==> src/rtl/data_mux_core.sv <==
// Three-stream symbol-synchronous multiplexer: captures DS1..DS3 on each symbol_clk rise and
// emits one fixed stream or a timed round-robin. Optional macro DATA_MUX_SYNC_EN adds a 2-flop synchronizer.
module data_mux_core #(
    parameter int unsigned DATA_W = 8,
    parameter int unsigned CNT_W  = 3
) (
    input  logic              clk,
    input  logic              rst_n,
    input  logic              symbol_clk,
    input  logic [CNT_W-1:0]  switch_clk_cycles,
    input  logic [DATA_W-1:0] DS1,
    input  logic [DATA_W-1:0] DS2,
    input  logic [DATA_W-1:0] DS3,
    input  logic [1:0]        mode,
    output logic [DATA_W-1:0] mux_data,
    output logic [1:0]        mux_sel
);

    localparam logic [1:0] SLOT_0  = 2'd0;
    localparam logic [1:0] SLOT_1  = 2'd1;
    localparam logic [1:0] SLOT_2  = 2'd2;
    localparam logic [1:0] MODE_RR = 2'd3;

    logic              sym_sync;
    logic              sym_prev;
    logic              sym_rise_c;

    logic [DATA_W-1:0] h1_q, h2_q, h3_q;
    logic [DATA_W-1:0] h1_nxt, h2_nxt, h3_nxt;
    logic [1:0]        slot_q, slot_nxt;
    logic [CNT_W-1:0]  cnt_q, cnt_nxt;
    logic              rr_active_q;
    logic [CNT_W-1:0]  slot_len_c;
    logic              slot_last_c;
    logic [DATA_W-1:0] hold_sel_c;

`ifdef DATA_MUX_SYNC_EN
    logic sym_meta;

    // Two-flop synchronizer for the asynchronous strobe
    always_ff @(posedge clk or negedge rst_n) begin
        if (!rst_n) begin
            sym_meta <= 1'b0;
            sym_sync <= 1'b0;
        end else begin
            sym_meta <= symbol_clk;
            sym_sync <= sym_meta;
        end
    end
`else
    always_ff @(posedge clk or negedge rst_n) begin
        if (!rst_n) begin
            sym_sync <= 1'b0;
        end else begin
            sym_sync <= symbol_clk;
        end
    end
`endif

    always_ff @(posedge clk or negedge rst_n) begin
        if (!rst_n) begin
            sym_prev <= 1'b0;
        end else begin
            sym_prev <= sym_sync;
        end
    end

    assign sym_rise_c  = sym_sync & ~sym_prev;
    assign slot_len_c  = (switch_clk_cycles == '0) ? CNT_W'(1) : switch_clk_cycles;
    // >= rather than == so a shrinking slot length still ends the current slot
    assign slot_last_c = (cnt_q >= (slot_len_c - CNT_W'(1)));

    // Next-state: capture has priority over rotation; fixed modes pin the slot
    always_comb begin
        h1_nxt   = h1_q;
        h2_nxt   = h2_q;
        h3_nxt   = h3_q;
        slot_nxt = slot_q;
        cnt_nxt  = cnt_q;

        if (sym_rise_c) begin
            h1_nxt = DS1;
            h2_nxt = DS2;
            h3_nxt = DS3;
        end

        if (mode != MODE_RR) begin
            slot_nxt = mode;
            cnt_nxt  = '0;
        end else if (sym_rise_c || !rr_active_q) begin
            slot_nxt = SLOT_0;
            cnt_nxt  = '0;
        end else if (slot_last_c) begin
            cnt_nxt  = '0;
            slot_nxt = (slot_q == SLOT_2) ? SLOT_0 : slot_q + 2'd1;
        end else begin
            cnt_nxt  = cnt_q + CNT_W'(1);
        end
    end

    always_ff @(posedge clk or negedge rst_n) begin
        if (!rst_n) begin
            h1_q        <= '0;
            h2_q        <= '0;
            h3_q        <= '0;
            slot_q      <= SLOT_0;
            cnt_q       <= '0;
            rr_active_q <= 1'b0;
        end else begin
            h1_q        <= h1_nxt;
            h2_q        <= h2_nxt;
            h3_q        <= h3_nxt;
            slot_q      <= slot_nxt;
            cnt_q       <= cnt_nxt;
            rr_active_q <= (mode == MODE_RR);
        end
    end

    always_comb begin
        hold_sel_c = h1_q;
        case (slot_q)
            SLOT_1:  hold_sel_c = h2_q;
            SLOT_2:  hold_sel_c = h3_q;
            default: hold_sel_c = h1_q;
        endcase
    end

    // Output stage trails the holding/slot registers by one clk
    always_ff @(posedge clk or negedge rst_n) begin
        if (!rst_n) begin
            mux_data <= '0;
            mux_sel  <= SLOT_0;
        end else begin
            mux_data <= hold_sel_c;
            mux_sel  <= slot_q;
        end
    end

endmodule

==> config.mk <==
export PLATFORM = sky130hd
export DESIGN_NAME = data_mux_core
export DESIGN_NICKNAME = d
export VERILOG_FILES = /design/src/rtl/data_mux_core.sv
export SDC_FILE = /design/constraint.sdc
export NUM_CORES = 1
export LEC_CHECK = 0
export CELL_PAD_IN_SITES_DETAIL_PLACEMENT = 1
export CELL_PAD_IN_SITES_GLOBAL_PLACEMENT = 2
export CORE_MARGIN = 8
export CORE_UTILIZATION = 31
export CTS_BUF_LIST = sky130_fd_sc_hd__clkbuf_4 sky130_fd_sc_hd__clkbuf_8
export CTS_CLUSTER_DIAMETER = 200
export DETAILED_ROUTE_END_ITERATION = 8
export GPL_TIMING_DRIVEN = 1
export PLACE_DENSITY = 0.79
export RECOVER_POWER = 50
export SLEW_MARGIN = 20
export SYNTH_ARGS = -nofsm -noshare
export SYNTH_HDL_FRONTEND = slang
export SYNTH_SLANG_ARGS = --single-unit
==> constraint.sdc <==
create_clock -name clk -period 1.45 [get_ports clk]
set_input_delay 0.29 -clock clk [delete_from_list [all_inputs] [get_ports clk]]
set_output_delay 0.29 -clock clk [all_outputs]
set_load 0.02 [all_outputs]
# Yosys cells after proc, flatten, opt, wreduce, memory -nomap -nowiden
# Index checks and enable logic that the tools add are counted.
dict set report totals {
  reg_bits 42
  wordCells 33
  inputBits 32
  output_inout_bits 10
}
dict set report classes {
  reduce_logical 4
  n_addsub 3
  mux 9
  bitwise 2
  magnitude_cmp 1
  n_eq_ne 4
}
# operator count
set op_table {}
lappend op_table {{$pmux W8 S2} 1}
lappend op_table {{$mux W3} 4}
lappend op_table {{$mux W2} 4}
lappend op_table {{$eq A2 B2 Y1 const B} 2}
lappend op_table {{$add A3 B1 Y3 const B} 1}
lappend op_table {{$ge A3 B3 Y1} 1}
lappend op_table {{$logic_not A3 Y1} 1}
lappend op_table {{$reduce_bool A3 Y1} 1}
lappend op_table {{$sub A3 B1 Y3 const B} 1}
lappend op_table {{$add A2 B1 Y2 const B} 1}
lappend op_table {{$eq A2 B1 Y1 const B} 1}
lappend op_table {{$ne A2 B2 Y1 const B} 1}
lappend op_table {{$and A1 B1 Y1} 1}
lappend op_table {{$logic_not A1 Y1} 1}
lappend op_table {{$logic_or A1 B1 Y1} 1}
lappend op_table {{$not A1 Y1} 1}

# Longest topological paths before layout
# Gate-level depths: netlist (run 1).
dict set report logic_depth {
  depth_word 7
  depth_mapped 9
  depth_no_buf 9
}

# Worst setup path before layout (run 1)
# Ideal clock, no wire load.
dict set report synth_path {
  path_type {input to register}
  from {in switch_clk_cycles[2]}
  to {reg slot_q[0]}
  t_arrival_ns 1.698
  path_stages 9
  required_ns 1.371
  setup_ns 0.079
  n_path_buf 0
  slack_ns -0.327
  cell_sequence {nor2_1 -> nor2_1 -> ha_1 -> xnor2_1 -> ha_1 -> nand2_1 -> nand3b_4 -> nor4b_4 -> mux2i_1}
}
dict set report synth_between {
  elab_chain_len 5
}
# item line_no
set synth_rtl {}
lappend synth_rtl {{start, declared} 10} ;# input logic [CNT_W-1:0] switch_clk_cycles,
lappend synth_rtl {{$logic_not A3 Y1} 69} ;# assign slot_len_c = (switch_clk_cycles == '0) ? CNT_W'(1) : switch_clk_cycles;
lappend synth_rtl {{$mux W3 *} 69}
lappend synth_rtl {{$sub A3 B1 Y3 *} 71} ;# assign slot_last_c = (cnt_q >= (slot_len_c - CNT_W'(1)));
lappend synth_rtl {{$ge A3 B3 Y1 *} 71}
lappend synth_rtl {{$reduce_bool A3 Y1 (no line) *} n/a}
lappend synth_rtl {{end signal, assigned} 113} ;# slot_q <= slot_nxt;
lappend synth_rtl {{end, declared} 30} ;# logic [1:0] slot_q, slot_nxt;
# Every way passes the cells marked *; elsewhere a longest branch is shown, timed or not.
# A chain may end at the register's enable or synchronous reset.

# Worst setup path in the final report (run 1)
dict set report layout_path {
  from {in switch_clk_cycles[2]}
  to {reg slot_q[1]}
}
# Same word-level chain as after synthesis.

==> qor_table.md, run 1 <==
| Group | Item | Value |
| --- | --- | --- |
| floorplanning | Starting utilization of the core area | 32.2% |
| clock network | Hold buffers post-CTS | 0 |
| grt | Global-route congestion overflow total | 0 |
| finish | Most common library cell in the layout ignoring fill and taps | sky130_fd_sc_hd__dfrtp_1 |
| power and ir drop | Pwr Total | 2.88 mW |
| yosys | Post-synthesis cell area | 1770 µm² |
| finish | Multi-input combinational cell area | 712 µm² |
| critical path | Critical R2R Launch | cnt_q[2] |
| yosys | Simple-gate portion of the synthesized area | 7.76% |
| clock network | CTS clock-pin slew for the worst setup and hold paths | 80 ps |
| floorplanning | Floorplan die width | 91.6 µm |
| routing | Number of design-rule violations left by the first detailed-router iteration | 31 |
| finish | Fraction of layout cells with a size suffix above 1 | 30.0% |
| routing | Total number of vias | 1213 |
| clock network | TritonCTS clock tree | yes |
| yosys | Post-synthesis instance total | 132 |
| yosys | Yosys top cell area share | 59.3% |
| grt | Antenna violations before repair | 0 |
| yosys | Synthesized-area fraction occupied by ao, oa, aoi and oai cells | 6.49% |
| sta | Number of hold violations in the final report | 0 |
| routing | Post-detailed-route wirelength per cell | 16.4 µm |
| sta | Final Cycle Share | 115% |
| yosys | Sequential cell area fraction in the yosys report | 59.3% |
| critical path | Endpoint type of the worst setup path | flop |
| clock network | Clock network latency to the later pin of the worst-skew pair | 300 ps |
| sta | Achievable frequency | 599 MHz |
| critical path | Required time of the critical path | 1660 ps |
| grt | Pin count of the biggest net entering global routing | 43 |
| grt | Number of global-route vias before repair | 1435 |
| yosys | Cell accounting for the most synthesized area | sky130_fd_sc_hd__dfrtp_1 |
| routing | Final routed DRC violation total | 0 |
| yosys | Multiplexer share of the synthesized area | 16.4% |
| routing | Antenna Nets Post-Route | 0 |
| critical path | Arr. time, crit path | 1880 ps |
| sta | Setup repair after global routing missed its margin | true |
| sta | Slew HR | 31.0% |
| floorplanning | Placement Rows | 27 |
| clock network | Root Buffer Master | sky130_fd_sc_hd__clkbuf_8 |
| routing | Via-per-instance ratio | 4.63 |
| power and ir drop | Maximum vdd drop | 0.000629 V |
| floorplanning | Area enclosed by the die boundary | 8400 µm² |
| yosys | Distinct cells, synth | 22 |
| placement | Dpl hpwl | 3290 µm |
| yosys | Dominant cells by area after synthesis | sky130_fd_sc_hd__dfrtp_1, sky130_fd_sc_hd__mux2_2, sky130_fd_sc_hd__ha_1, sky130_fd_sc_hd__mux2_1, sky130_fd_sc_hd__a22oi_1 |
| clock network | Clock buffers created by TritonCTS | 5 |
| finish | Share of the core filled with cells | 45.6% |
| sta | Count of final setup violators | 5 |
| yosys | Combinational family with the most area after synthesis | multiplexers |
| flow run | Max-cap violation count | 0 |
| yosys | Xor-xnor portion of the synthesized cell area | 0.988% |
| finish | Number of antenna cells inserted | 0 |
| yosys | Synthesis-stage register bit count | 42 |
| routing | Final routed wirelength across all metal layers | 4310 µm |
| critical path | Critical path fanouts, max | 5 |
| sta | Final critical-path setup slack | -219 ps |
| finish | Area Overhead vs Synth | 41.8% |
| yosys | Yosys warning total | 0 |
| sta | Worst slew pin tran | 1030 ps |
| floorplanning | Io pins | 42 |
| floorplanning | Vertical die dimension | 91.6 µm |
| finish | Layout net count | 229 |
| yosys | Average cell area after synthesis | 13.4 µm² |
| sta | Final Max Tran Viols | 0 |
| yosys | Synthesized netlist net count | 172 |
| finish | Filler Cell Count | 574 |
| routing | Number of detailed-routing iterations run before antenna repair | 3 |
| critical path | Start point of the critical path | switch_clk_cycles[2] |
| placement | I/O Buffers | 41 |
| placement | Global placer's final weighted congestion | 0.679 |
| finish | Leading cell types in the layout, fill and taps excluded | sky130_fd_sc_hd__dfrtp_1, sky130_fd_sc_hd__clkdlybuf4s50_1, sky130_fd_sc_hd__mux2_2 |
| power and ir drop | Power density relative to cell area | 1150 nW/µm² |
| power and ir drop | Static leakage power | 1.12 nW |
| grt | Total global-route track usage | 10.9% |
| status | Status | complete, but fails checks |
| critical path | Critical path start-end classification | in -> reg |
| sta | Layout Skew | 7.63 ps |
| clock network | Clock sinks | 42 |
| grt | Global-route wire length before repair | 7270 µm |
| sta | Worst hold slack after final layout | 245 ps |
| critical path | Critical Path Start Type | input port |
| finish | Seq. cell area | 1050 µm² |
| clock network | CTS H-tree depth | 2 |
| sta | Final period demand of the worst path | 1670 ps |
| clock network | Maximum buffer depth of the clock tree | 2 |
| floorplanning | CORE AREA | 5510 µm² |
| status | Violated checks | negative setup slack |
| yosys | Post-Synth Adder-Cell Area | 5.65% |
| min path | Path category of the worst min-delay check | in -> async |
cell usage after synthesis, drive strengths merged:
| master | count |
|---|---|
| nor2 | 10 |
| nand3b | 1 |
| nand2 | 6 |
| nor4b | 1 |
| buf | 4 |
| inv | 5 |
| nor2b | 1 |
| dfrtp | 42 |
| mux2 | 24 |
| xnor2 | 1 |
| o21ai | 2 |
| mux2i | 2 |
| a21oi | 9 |
| clkbuf | 3 |
| and2 | 4 |
| xor2 | 1 |
| a22oi | 8 |
| ha | 8 |
repair_timing:
| action | 4_1_cts | 5_1_grt |
|---|---|---|
| pin swaps | 9 | 8 |
| resized for setup | 28 | 3 |
| setup endpoints to repair | 15 | 23 |
| buffers inserted | 1 | 1 |
cell type report:
class | instances | area share, %
Clock buffer | 5 | 2.74
Tap cell | 72 | 3.58
Clock inverter | 3 | 1.59
Multi-Input combinational cell | 78 | 28.3
Sequential cell | 42 | 41.8
Inverter | 5 | 0.747
Timing Repair Buffer | 57 | 21.2
logic make-up after synthesis:
kind of cell             after synthesis
AO/OA/AOI/OAI                         19
XOR/XNOR                               2
adder cells (fa/ha/maj)                8
buffers and inverters                 12
flip-flops                            42
multiplexers                          26
AND/OR/NAND/NOR                       23
power by group:
group | internal, mW | total (mW) | switching, mW
logic | 0.299 | 0.567 | 0.268
registers | 1.33 | 1.40 | 0.0756
clock network | 0.507 | 0.908 | 0.401
routing by layer:
| metal | track usage, % | share of wire (%) | vias up |
|---|---|---|---|
| met5 | 0 | 0 | - |
| met4 | 3.68 | 1.3 | 0 |
| met3 | 3.83 | 5.8 | 5 |
| met2 | 18.7 | 50 | 30 |
| met1 | 12.2 | 43 | 615 |
| li1 | - | - | 563 |
flip-flops by register name, indices dropped and copies added (netlist names):
name         flops
mux_data         8
slot_q           2
sym_sync         1
h1_q             8
h2_q             8
mux_sel          2
cnt_q            3
sym_prev         1
rr_active_q      1
h3_q             8
path summary, 6_finish.rpt:
check                      depth (start not counted)     endpoint  slack, ps
min reg2reg                                        0     sym_prev        390
max reg2reg                                        6    slot_q[1]       -110
min                                                2  mux_data[0]        250
max                                               11    slot_q[1]       -220
min in group clk                                   0     sym_prev        390
max in group asynchronous                          2  mux_data[6]        570
metrics by stage:
stage	area, µm²	std cells	setup TNS (ps)	worst slack [ps]
finish	2510	262	-819	-219
CTS	2510	261	-1340	-312
floorplan	1790	132	-1260	-282
detailed placement	2380	252	-4810	-1000
global route	2510	262	-1280	-319
global placement	2380	252	-4240	-876
critical path: stages:
cell and delay, ps:
sky130_fd_sc_hd__buf_6 100, sky130_fd_sc_hd__nor2_4 110, sky130_fd_sc_hd__nor2_4 50, sky130_fd_sc_hd__ha_4 150, sky130_fd_sc_hd__xnor2_2 120, sky130_fd_sc_hd__ha_1 300, sky130_fd_sc_hd__nand2_1 90, sky130_fd_sc_hd__a21oi_2 50
sky130_fd_sc_hd__nor4b_4 260, sky130_fd_sc_hd__buf_4 180, sky130_fd_sc_hd__mux2i_1 190
Note: power is estimated with default switching activity, not from simulation.
==> run 2, diff against run 1 <==
Settings changed: CTS_CLUSTER_SIZE from default to 25.
==> results of run 2 <==
Same layout as run 1: the final DEF is identical, and so are final timing and power.
==> run 3, diff against run 2 <==
Settings changed: CORE_MARGIN 8 to default.
==> run 3 against run 2 <==
Against the previous run: the run still ends with negative setup slack left; maximum frequency fell by 0.96%; global-route usage grew 3.5 points; clock skew shrank 1.8 ps; sequential power hardly changed; core utilization is essentially flat; critical path depth is the same; die area decreased by 28%; first-iteration DRC count is 32% higher; power rose by 0.14%; clock power up 1%; final area barely moved; sequential cell count unchanged.
==> qor_table.md, run 3 (synthesis gave the netlist of run 1 again) <==
| Group | Item | Value | Change |
| --- | --- | --- | --- |
| routing | Final routed wirelength across all metal layers | 3810 µm | was 4310 µm |
| power and ir drop | Power density relative to cell area | 1150 nW/µm² | about the same |
| critical path | Gate family responsible for the most delay along the worst path | simple AND/OR/NAND/NOR gates | unchanged |
| sta | Setup repair after global routing missed its margin | true | unchanged |
| floorplanning | Io pins | 42 | unchanged |
| sta | Final Max Tran Viols | 0 | unchanged |
| grt | Global-route wire length before repair | 6670 µm | was 7270 µm |
| sta | Final Cycle Share | 116% | was 115% |
| critical path | Endpoint type of the worst setup path | flop | unchanged |
| sta | Number of hold violations in the final report | 0 | unchanged |
| power and ir drop | Maximum vdd drop | 0.000567 V | was 0.000629 V |
| floorplanning | Placement Rows | 27 | unchanged |
| floorplanning | Area enclosed by the die boundary | 6030 µm² | was 8400 µm² |
| sta | Achievable frequency | 593 MHz | was 599 MHz |
| clock network | Clock network latency to the later pin of the worst-skew pair | 290 ps | was 300 ps |
| floorplanning | CORE AREA | 5510 µm² | unchanged |
| finish | Finished layout cell area | 2520 µm² | was 2510 µm² |
| finish | Leading cell types in the layout, fill and taps excluded | sky130_fd_sc_hd__dfrtp_1, sky130_fd_sc_hd__clkdlybuf4s50_1, sky130_fd_sc_hd__mux2_2 | unchanged |
| critical path | Critical path fanouts, max | 5 | unchanged |
| routing | Final routed DRC violation total | 0 | unchanged |
| critical path | Stages on worst setup path | 11 | unchanged |
| finish | Filler Cell Count | 574 | unchanged |
| critical path | Critical Path Start Type | input port | unchanged |
| sta | Slew HR | 31.7% | was 31.0% |
| sta | Final period demand of the worst path | 1680 ps | was 1670 ps |
| grt | Global-route congestion overflow total | 0 | unchanged |
| grt | Number of global-route vias before repair | 1331 | was 1435 |
| grt | Antenna violations before repair | 0 | unchanged |
| floorplanning | Floorplan die width | 77.6 µm | was 91.6 µm |
| critical path | Required time of the critical path | 1650 ps | was 1660 ps |
| routing | Total number of vias | 1200 | was 1213 |
| finish | Number of cells in the finished layout apart from fillers | 260 | was 262 |
| status | Status | complete, but fails checks | unchanged |
| clock network | Maximum buffer depth of the clock tree | 2 | unchanged |
| finish | Number of antenna cells inserted | 0 | unchanged |
| sta | Layout Skew | 5.88 ps | was 7.63 ps |
| critical path | Number of buffer and inverter instances along the worst setup path | 2 | unchanged |
| finish | Fraction of layout cells with a size suffix above 1 | 30.9% | was 30.0% |
| floorplanning | Starting utilization of the core area | 32.2% | unchanged |
| critical path | Arr. time, crit path | 1890 ps | was 1880 ps |
| clock network | CTS H-tree depth | 2 | unchanged |
| min path | Path category of the worst min-delay check | in -> async | unchanged |
| floorplanning | Vertical die dimension | 77.6 µm | was 91.6 µm |
| routing | Via-per-instance ratio | 4.62 | was 4.63 |
| placement | Global placer's final weighted congestion | 0.687 | was 0.679 |
| routing | Post-detailed-route wirelength per cell | 14.7 µm | was 16.4 µm |
| routing | Number of detailed-routing iterations run before antenna repair | 4 | was 3 |
| critical path | Library cell appearing most often on the critical path | sky130_fd_sc_hd__nor2_4 | unchanged |
| clock network | TritonCTS clock tree | yes | unchanged |
| finish | Most common library cell in the layout ignoring fill and taps | sky130_fd_sc_hd__dfrtp_1 | unchanged |
| status | Violated checks | negative setup slack | unchanged |
| flow run | Max-cap violation count | 0 | unchanged |
| placement | I/O Buffers | 41 | unchanged |
| grt | Total global-route track usage | 14.4% | was 10.9% |
| critical path | Critical path start-end classification | in -> reg | unchanged |
| routing | Antenna Nets Post-Route | 0 | unchanged |
| clock network | CTS clock-pin slew for the worst setup and hold paths | 80 ps | about the same |
| sta | Count of final setup violators | 5 | unchanged |
| routing | Number of design-rule violations left by the first detailed-router iteration | 41 | was 31 |
| power and ir drop | Static leakage power | 1.11 nW | was 1.12 nW |
| critical path | Worst r2r path cells | 6 | unchanged |
| clock network | Root Buffer Master | sky130_fd_sc_hd__clkbuf_8 | unchanged |
| critical path | Standard cell with the maximum stage delay on the critical path | sky130_fd_sc_hd__ha_1 | unchanged |
| placement | Total placed cells including tap cells | 250 | was 252 |
| clock network | Hold buffers post-CTS | 0 | unchanged |
| grt | Pin count of the biggest net entering global routing | 43 | unchanged |
| clock network | Clock sinks | 42 | unchanged |
| clock network | Clock buffers created by TritonCTS | 5 | unchanged |
| critical path | Critical path cell sequence | buf_8, nor2_4, nor2_4, ha_4, xnor2_2, ha_1, nand2_1, a21oi_2, nor4b_4, buf_4, mux2i_1 | was buf_6, nor2_4, nor2_4, ha_4, xnor2_2, ha_1, nand2_1, a21oi_2, nor4b_4, buf_4, mux2i_1 |
| finish | Layout net count | 228 | was 229 |
| finish | Seq. cell area | 1050 µm² | unchanged |
| finish | Area Overhead vs Synth | 41.9% | was 41.8% |
| finish | Multi-input combinational cell area | 727 µm² | was 712 µm² |
| placement | Post-Place Cell Area | 2350 µm² | was 2380 µm² |
| placement | Dpl hpwl | 2810 µm | was 3290 µm |
| critical path | Crit path largest cell delay | 300 ps | about the same |
| sta | Final critical-path setup slack | -235 ps | was -219 ps |
| sta | Worst slew pin tran | 1020 ps | was 1030 ps |
-- run 3: worst paths after layout --
check                      slack (ps)         to                 start
setup / recovery                 -230  slot_q[0]  switch_clk_cycles[2]
hold / removal                    250    h2_q[0]                 rst_n
setup reg to reg                 -100  slot_q[0]              cnt_q[2]
hold reg to reg                   380   sym_prev              sym_sync
max in group asynchronous         560    h2_q[4]                 rst_n
min in group clk                  380   sym_prev              sym_sync
-- run 3: routing by layer --
layer / track usage (%) / part of all wire (%) / vias to the layer above
li1: - / - / 558
met1: 18.0 / 42 / 600
met2: 23.5 / 51 / 34
met3: 4.47 / 5.8 / 8
met4: 4.34 / 1.4 / 0
met5: 0 / 0 / -
-- run 3: layout make-up --
type | count | share of cell area (%)
Inverter | 5 | 0.746
Clock inverter | 1 | 1.19
Timing Repair Buffer | 56 | 20.5
Clock buffer | 6 | 3.28
Sequential cell | 42 | 41.8
Tap cell | 72 | 3.58
Multi-Input combinational cell | 78 | 28.9
-- run 3: repair_timing --
action                     4_1_cts  5_1_grt
buffers inserted                 2        1
setup endpoints to repair       15       11
resized for setup               26        7
pin swaps                        8        9
-- run 3: through the flow --
stage / TNS (ps) / power (mW) / utilization, % / hold WS [ps] / setup slack [ps]
finish: -899 / 2.88 / 45.7 / 249 / -235
global route: -1330 / 3.04 / 45.7 / 349 / -322
CTS: -1190 / 2.93 / 45.2 / 72.8 / -296
detailed placement: -4930 / 2.01 / 42.7 / 359 / -1030
global placement: -4240 / 1.98 / 42.7 / 359 / -877
floorplan: -1260 / 1.70 / - / -5.59 / -282
-- run 3: report_power, final --
group	internal, mW	total, mW	switching [mW]
Clock	0.551	0.921	0.371
Sequential	1.33	1.40	0.0747
Combinational	0.297	0.559	0.262
